**config.mk**
```make
export PLATFORM = sky130hd
export DESIGN_NAME = memdump
export DESIGN_NICKNAME = d
export VERILOG_FILES = /design/src/rtl/memdump.sv
export SDC_FILE = /design/constraint.sdc
export NUM_CORES = 1
export LEC_CHECK = 0
export ABC_AREA = 1
export BUFFER_PORTS_ARGS = -buffer_cell sky130_fd_sc_hd__buf_2
export CAP_MARGIN = 20
export CORE_UTILIZATION = 57
export CTS_BUF_LIST = sky130_fd_sc_hd__clkbuf_8 sky130_fd_sc_hd__clkbuf_16
export DETAILED_ROUTE_END_ITERATION = 12
export PLACE_DENSITY = 0.8
export SLEW_MARGIN = 30
export SYNTH_ARGS = -nofsm -noshare
export SYNTH_HDL_FRONTEND = slang
export SYNTH_SLANG_ARGS = --single-unit
```
**constraint.sdc**
```tcl
create_clock -name i_clk -period 2.08 [get_ports i_clk]
set_input_delay 0.52 -clock i_clk [delete_from_list [all_inputs] [get_ports i_clk]]
set_output_delay 0.52 -clock i_clk [all_outputs]
set_load 0.005 [all_outputs]
```
**src/rtl/memdump.sv**
```systemverilog
// -----------------------------------------------------------------------------
// memdump -- memory reader/dumper
//
// Purpose:
//   On a start pulse, reads WORDS 16-bit words from address 0 upward over the
//   memory rd/wait port. Each word goes out over the uart transmitter
//   start/wait interface as one text line. The line is four uppercase ASCII
//   hex digits, most significant nibble first, followed by CR LF.
//   This block is the read-side counterpart of the boot-time memory
//   initialiser. While o_busy is high, the top level muxes o_memaddr/o_memrd
//   onto the memory.
//
// Optional feature (macro MEMDUMP_ADDR_EN):
//   When defined, each line is prefixed with the word address: four hex
//   digits (zero-extended to 16 bits), then ':' and ' '. That gives 12 bytes
//   per line instead of 6. When undefined, the address formatting logic is
//   not built.
//
// Parameters:
//   ABITS  memory address width
//   WORDS  words dumped per run, 1..2**ABITS
//
// Ports:
//   i_clk       system clock, rising edge
//   i_rst_n     asynchronous active-low reset
//   i_start     1-cycle pulse, begin a dump (ignored while busy)
//   o_busy      high from accepted start until the done cycle inclusive
//   o_done      1-cycle pulse after the last byte is accepted
//   o_memrd     read request, held until i_memwait is low
//   i_memwait   memory busy; i_memrdata valid when o_memrd=1 and i_memwait=0
//   o_memaddr   read address
//   i_memrdata  read data
//   o_txdata    byte to transmit, valid while o_txstart=1
//   o_txstart   1-cycle transmit pulse, only when i_txwait=0
//   i_txwait    transmitter busy
// -----------------------------------------------------------------------------
module memdump #(
  parameter int ABITS = 9,
  parameter int WORDS = 2**ABITS
) (
  input  logic             i_clk,
  input  logic             i_rst_n,
  input  logic             i_start,
  output logic             o_busy,
  output logic             o_done,
  output logic             o_memrd,
  input  logic             i_memwait,
  output logic [ABITS-1:0] o_memaddr,
  input  logic [15:0]      i_memrdata,
  output logic [7:0]       o_txdata,
  output logic             o_txstart,
  input  logic             i_txwait
);

  typedef enum logic [2:0] {
    S_IDLE,
    S_RD,
    S_TX,
    S_HOLD,
    S_NEXT,
    S_DONE
  } state_t;

  // One extra address bit so that WORDS = 2**ABITS terminates at all-ones
  // instead of wrapping back to zero.
  localparam logic [ABITS:0] LAST_ADDR = (ABITS+1)'(WORDS-1);

`ifdef MEMDUMP_ADDR_EN
  localparam logic [3:0] LAST_IDX = 4'd11;
`else
  localparam logic [3:0] LAST_IDX = 4'd5;
`endif

  state_t         r_state;
  state_t         w_nextState;
  logic [ABITS:0] r_addr;
  logic [15:0]    r_word;
  logic [3:0]     r_idx;
  logic           r_holdArmed;
  logic [7:0]     w_char;
  logic           w_lineEnd;

  function automatic logic [7:0] hexChar(input logic [3:0] n);
    return (n < 4'd10) ? (8'h30 + {4'h0, n}) : (8'h37 + {4'h0, n});
  endfunction

  assign w_lineEnd = (r_idx == LAST_IDX);

`ifdef MEMDUMP_ADDR_EN
  logic [15:0] w_addr16;
  assign w_addr16 = 16'(r_addr[ABITS-1:0]);
`endif

  // Character generator: byte r_idx of the current line.
  always_comb begin
    w_char = 8'h00;
`ifdef MEMDUMP_ADDR_EN
    case (r_idx)
      4'd0:    w_char = hexChar(w_addr16[15:12]);
      4'd1:    w_char = hexChar(w_addr16[11:8]);
      4'd2:    w_char = hexChar(w_addr16[7:4]);
      4'd3:    w_char = hexChar(w_addr16[3:0]);
      4'd4:    w_char = 8'h3A;
      4'd5:    w_char = 8'h20;
      4'd6:    w_char = hexChar(r_word[15:12]);
      4'd7:    w_char = hexChar(r_word[11:8]);
      4'd8:    w_char = hexChar(r_word[7:4]);
      4'd9:    w_char = hexChar(r_word[3:0]);
      4'd10:   w_char = 8'h0D;
      4'd11:   w_char = 8'h0A;
      default: w_char = 8'h00;
    endcase
`else
    case (r_idx)
      4'd0:    w_char = hexChar(r_word[15:12]);
      4'd1:    w_char = hexChar(r_word[11:8]);
      4'd2:    w_char = hexChar(r_word[7:4]);
      4'd3:    w_char = hexChar(r_word[3:0]);
      4'd4:    w_char = 8'h0D;
      4'd5:    w_char = 8'h0A;
      default: w_char = 8'h00;
    endcase
`endif
  end

  // State register.
  always_ff @(posedge i_clk or negedge i_rst_n) begin
    if (!i_rst_n) begin
      r_state <= S_IDLE;
    end else begin
      r_state <= w_nextState;
    end
  end

  // Next-state logic.
  always_comb begin
    w_nextState = r_state;
    case (r_state)
      S_IDLE: if (i_start)    w_nextState = S_RD;
      S_RD:   if (!i_memwait) w_nextState = S_TX;
      S_TX:   if (!i_txwait)  w_nextState = S_HOLD;
      S_HOLD: begin
        // The first HOLD cycle is blind to i_txwait because the transmitter
        // needs one cycle to raise it after seeing o_txstart.
        if (r_holdArmed && !i_txwait) begin
          w_nextState = w_lineEnd ? S_NEXT : S_TX;
        end
      end
      S_NEXT: w_nextState = (r_addr == LAST_ADDR) ? S_DONE : S_RD;
      S_DONE: w_nextState = S_IDLE;
      default: w_nextState = S_IDLE;
    endcase
  end

  // Datapath registers: address counter, captured word, char index, hold flag.
  always_ff @(posedge i_clk or negedge i_rst_n) begin
    if (!i_rst_n) begin
      r_addr      <= '0;
      r_word      <= '0;
      r_idx       <= '0;
      r_holdArmed <= 1'b0;
    end else begin
      case (r_state)
        S_IDLE: if (i_start) r_addr <= '0;
        S_RD: begin
          if (!i_memwait) begin
            r_word <= i_memrdata;
            r_idx  <= '0;
          end
        end
        S_TX: if (!i_txwait) r_holdArmed <= 1'b0;
        S_HOLD: begin
          if (!r_holdArmed) begin
            r_holdArmed <= 1'b1;
          end else if (!i_txwait && !w_lineEnd) begin
            r_idx <= r_idx + 4'd1;
          end
        end
        S_NEXT: if (r_addr != LAST_ADDR) r_addr <= r_addr + (ABITS+1)'(1);
        default: ;
      endcase
    end
  end

  // Outputs are decoded from the state. Gating o_txstart with i_txwait lets
  // a byte leave in the same cycle the transmitter frees up.
  always_comb begin
    o_busy    = (r_state != S_IDLE);
    o_done    = (r_state == S_DONE);
    o_memrd   = (r_state == S_RD);
    o_memaddr = r_addr[ABITS-1:0];
    o_txstart = (r_state == S_TX) && !i_txwait;
    o_txdata  = (r_state == S_TX) ? w_char : 8'h00;
  end

endmodule

```
==> flow_summary.toml <==
[yosys]
ys_warn_count = 0
synth_edf_count = 0
ys_seq_area_share_pct = 33.20
synthesis.nets = 403
synth.distinct_cells = 28
netlist_area_mm2 = 0.002562
synth_seq_cells = 34
syn_area_per_cell_um2 = 6.870
synthArstFlopShare_pct = 100.0
synth_cells = 373
synthFlopType = "dfrtp_1"

[grt]
grt_pass1_wl_um = 9860
grt_max_degree = 35
grt_pass1_vias = 2322
antenna_found_initial = 0
gr-usage-all-layers_pct = 25.02
overflow = 0

[floorplan]
dieWidth_um = 69.05
io_pins = 42
die_area_mm2 = 0.004768
start_util_pct = 59.26
core_area_mm2 = 0.004324
std_cell_rows = 24
die_height_um = 69.05

[final_layout]
syn_to_final_growth_pct = 20.65
num_antenna_cells = 0
nFillCells = 355
final_nets = 452
layout-drive-gt1-share_pct = 35.70
final_cell_mix = "nand2_1 (99), buf_2 (40), inv_1 (35)"
final_common_cell = "nand2_1"
final_core_util_pct = 71.50

[sta]
clock.fmax_mhz = 446.1
setup_violations = 7
finalHoldViolCount = 0
fin_skew_ns = 0.006603
finalCritPeriodShare_pct = 107.8
drv_slew = 0
fin_ws_ns = -0.1615
rsz0062_at_grt = "yes"
period_minus_slack_ns = 2.242

[worst_setup_path]
critical_path_class = "reg2out"
startpoint_type = "register"
critPathSlowestCell = "dfrtp_2"
crit_family = "flip-flops"
worst-path-buf-inv = 3
reg2reg_slack_ns = 0.36
critPathRequiredTime_ns = 1.56
crit_path_max_incr_delay_ns = 0.46
worstSetupEndpointType = "output port"
arrival_ns = 1.72
path_cells = "buf_4 -> ha_4 -> nand2_4 -> inv_1 -> nand3_1 -> nand3_1 -> nor2_1 -> nor2_1 -> buf_2"
cp_max_fo = 5

[run_status]
status = "finished with violations"
violations = "setup timing"

[placement]
io_buffers = 40
hpwl_um = 3878
gp_congestion = 0.9685

[hold_path]
min_path_type = "in2async"

[flow_run]
drv_cap = 0

[routing]
detail_route.first_pass.iterations = 5
avgRoutedWirePerCell_um = 12.98
route.detailed.drc = 0
drtAntennaViolNets = 0
drt-initial-drc-count = 251
via_per_inst = 5.373
vias = 2552
wirelength_um = 6167

[power]
p_sw_share_pct = 47.80
cellInternalPower_uw = 1977
switchingPower_uw = 1810
pwr-share-comb_pct = 58.1
p_total_uw = 3788
seq_power_share_pct = 28.0
ir_drop_mv = 0.6918
p_clk_share_pct = 13.9
pwr_density_cell_mw_per_mm2 = 1225
p_leak_uw = 0.001579

[cts]
cts_tree = "yes"
cts_root_buffer = "clkbuf_8"
cts_buffers = 5
cts.path.max_buffers = 2
htreeDepth = 2
hold_buffers = 0
clock_sinks = 34
cts.clk_slew.worst_paths_ns = 0.08
clk-insertion-delay-late_ns = 0.30
[power groups by stage]
stage / combinational (µW) / sequential [µW] / clock [µW]
6_report: 2200 / 1060 / 525
5_1_grt: 2460 / 1090 / 557
4_1_cts: 1860 / 1030 / 538
3_5_place_dp: 1700 / 1030 / 0
3_3_place_gp: 1660 / 1030 / 0
2_1_floorplan: 1360 / 989 / 0
[cell families after synthesis]
kind of cell               after synthesis  synth area share [%]
adders and majority gates                9                 4.395
AOI/OAI and AO/OA                       45                 11.23
buffers and inverters                   69                 13.57
other                                    1                0.1463
DFF                                     34                 33.20
and+or+nand+nor                        214                 37.11
xor gates and xnor gates                 1                0.3419
[state kept, by name, summed over array words and instances (netlist names)]
| signal | flops |
|---|---|
| r_word | 16 |
| r_addr | 10 |
| r_idx | 4 |
| r_state | 3 |
| r_holdArmed | 1 |
[cells in the mapped netlist, drive strengths merged (3+ instances only)]
master	instances	area [µm²]
nand2	107	404.1
nor2	59	286.5
inv	53	198.9
nand3	35	175.2
dfrtp	34	850.8
o21ai	25	128.9
a21oi	19	151.4
buf	15	145.1
ha	9	112.6
nand4	5	31.28
nand3b	3	26.27
nor3	3	15.01
[final timing paths]
path | start | end | cells after the start
min in group i_clk | i_memrdata[9] | r_word[9] | 3
max in group asynchronous | i_rst_n | r_idx[0] | 2
worst max-delay path | r_idx[1] | o_txdata[0] | 9
worst min-delay path | i_rst_n | r_addr[6] | 2
worst min register to register | r_holdArmed | r_holdArmed | 2
worst max register to register | r_addr[0] | r_addr[9] | 6
[per-stage QoR]
step                hold slack [ns]  setup slack, ns  TNS (ns)  area [µm²]  std cells
CTS                          0.2633         -0.03948   -0.1801        2932        466
finish                       0.2498          -0.1615   -0.6617        3092        475
global placement             0.5101           0.1540         0        2725        454
floorplan                    0.2244           0.3845         0        2562        373
global route                 0.2954          -0.2968    -1.367        3092        475
detailed placement           0.5359           0.1192         0        2725        454
[final cells by class]
class,instances,area [µm²],share of cell area [%]
clock buffer,6,82.58,2.671
clock inverter,2,12.51,0.4047
inverter,54,212.7,6.880
multi-input combinational,270,1523,49.25
sequential,34,855.8,27.68
tap,52,65.06,2.104
timing repair buffer,57,340.3,11.01
[metal layers]
metal	wire, µm	part of all wire (%)	GRT usage (%)
met1	2742	44	32.86
met2	2860	46	39.70
met3	356	5.8	4.971
met4	208	3.4	11.56
met5	0	0	0
[repair_timing]
| item | 4_1_cts | 5_1_grt |
|---|---|---|
| pin swaps | 8 | 14 |
| endpoints found under the setup margin | 8 | 8 |
| setup buffers | 4 | 9 |
| gates resized for setup | 39 | 28 |
| hold endpoints to repair | 0 | 0 |
(Power assumes the default switching activity.)
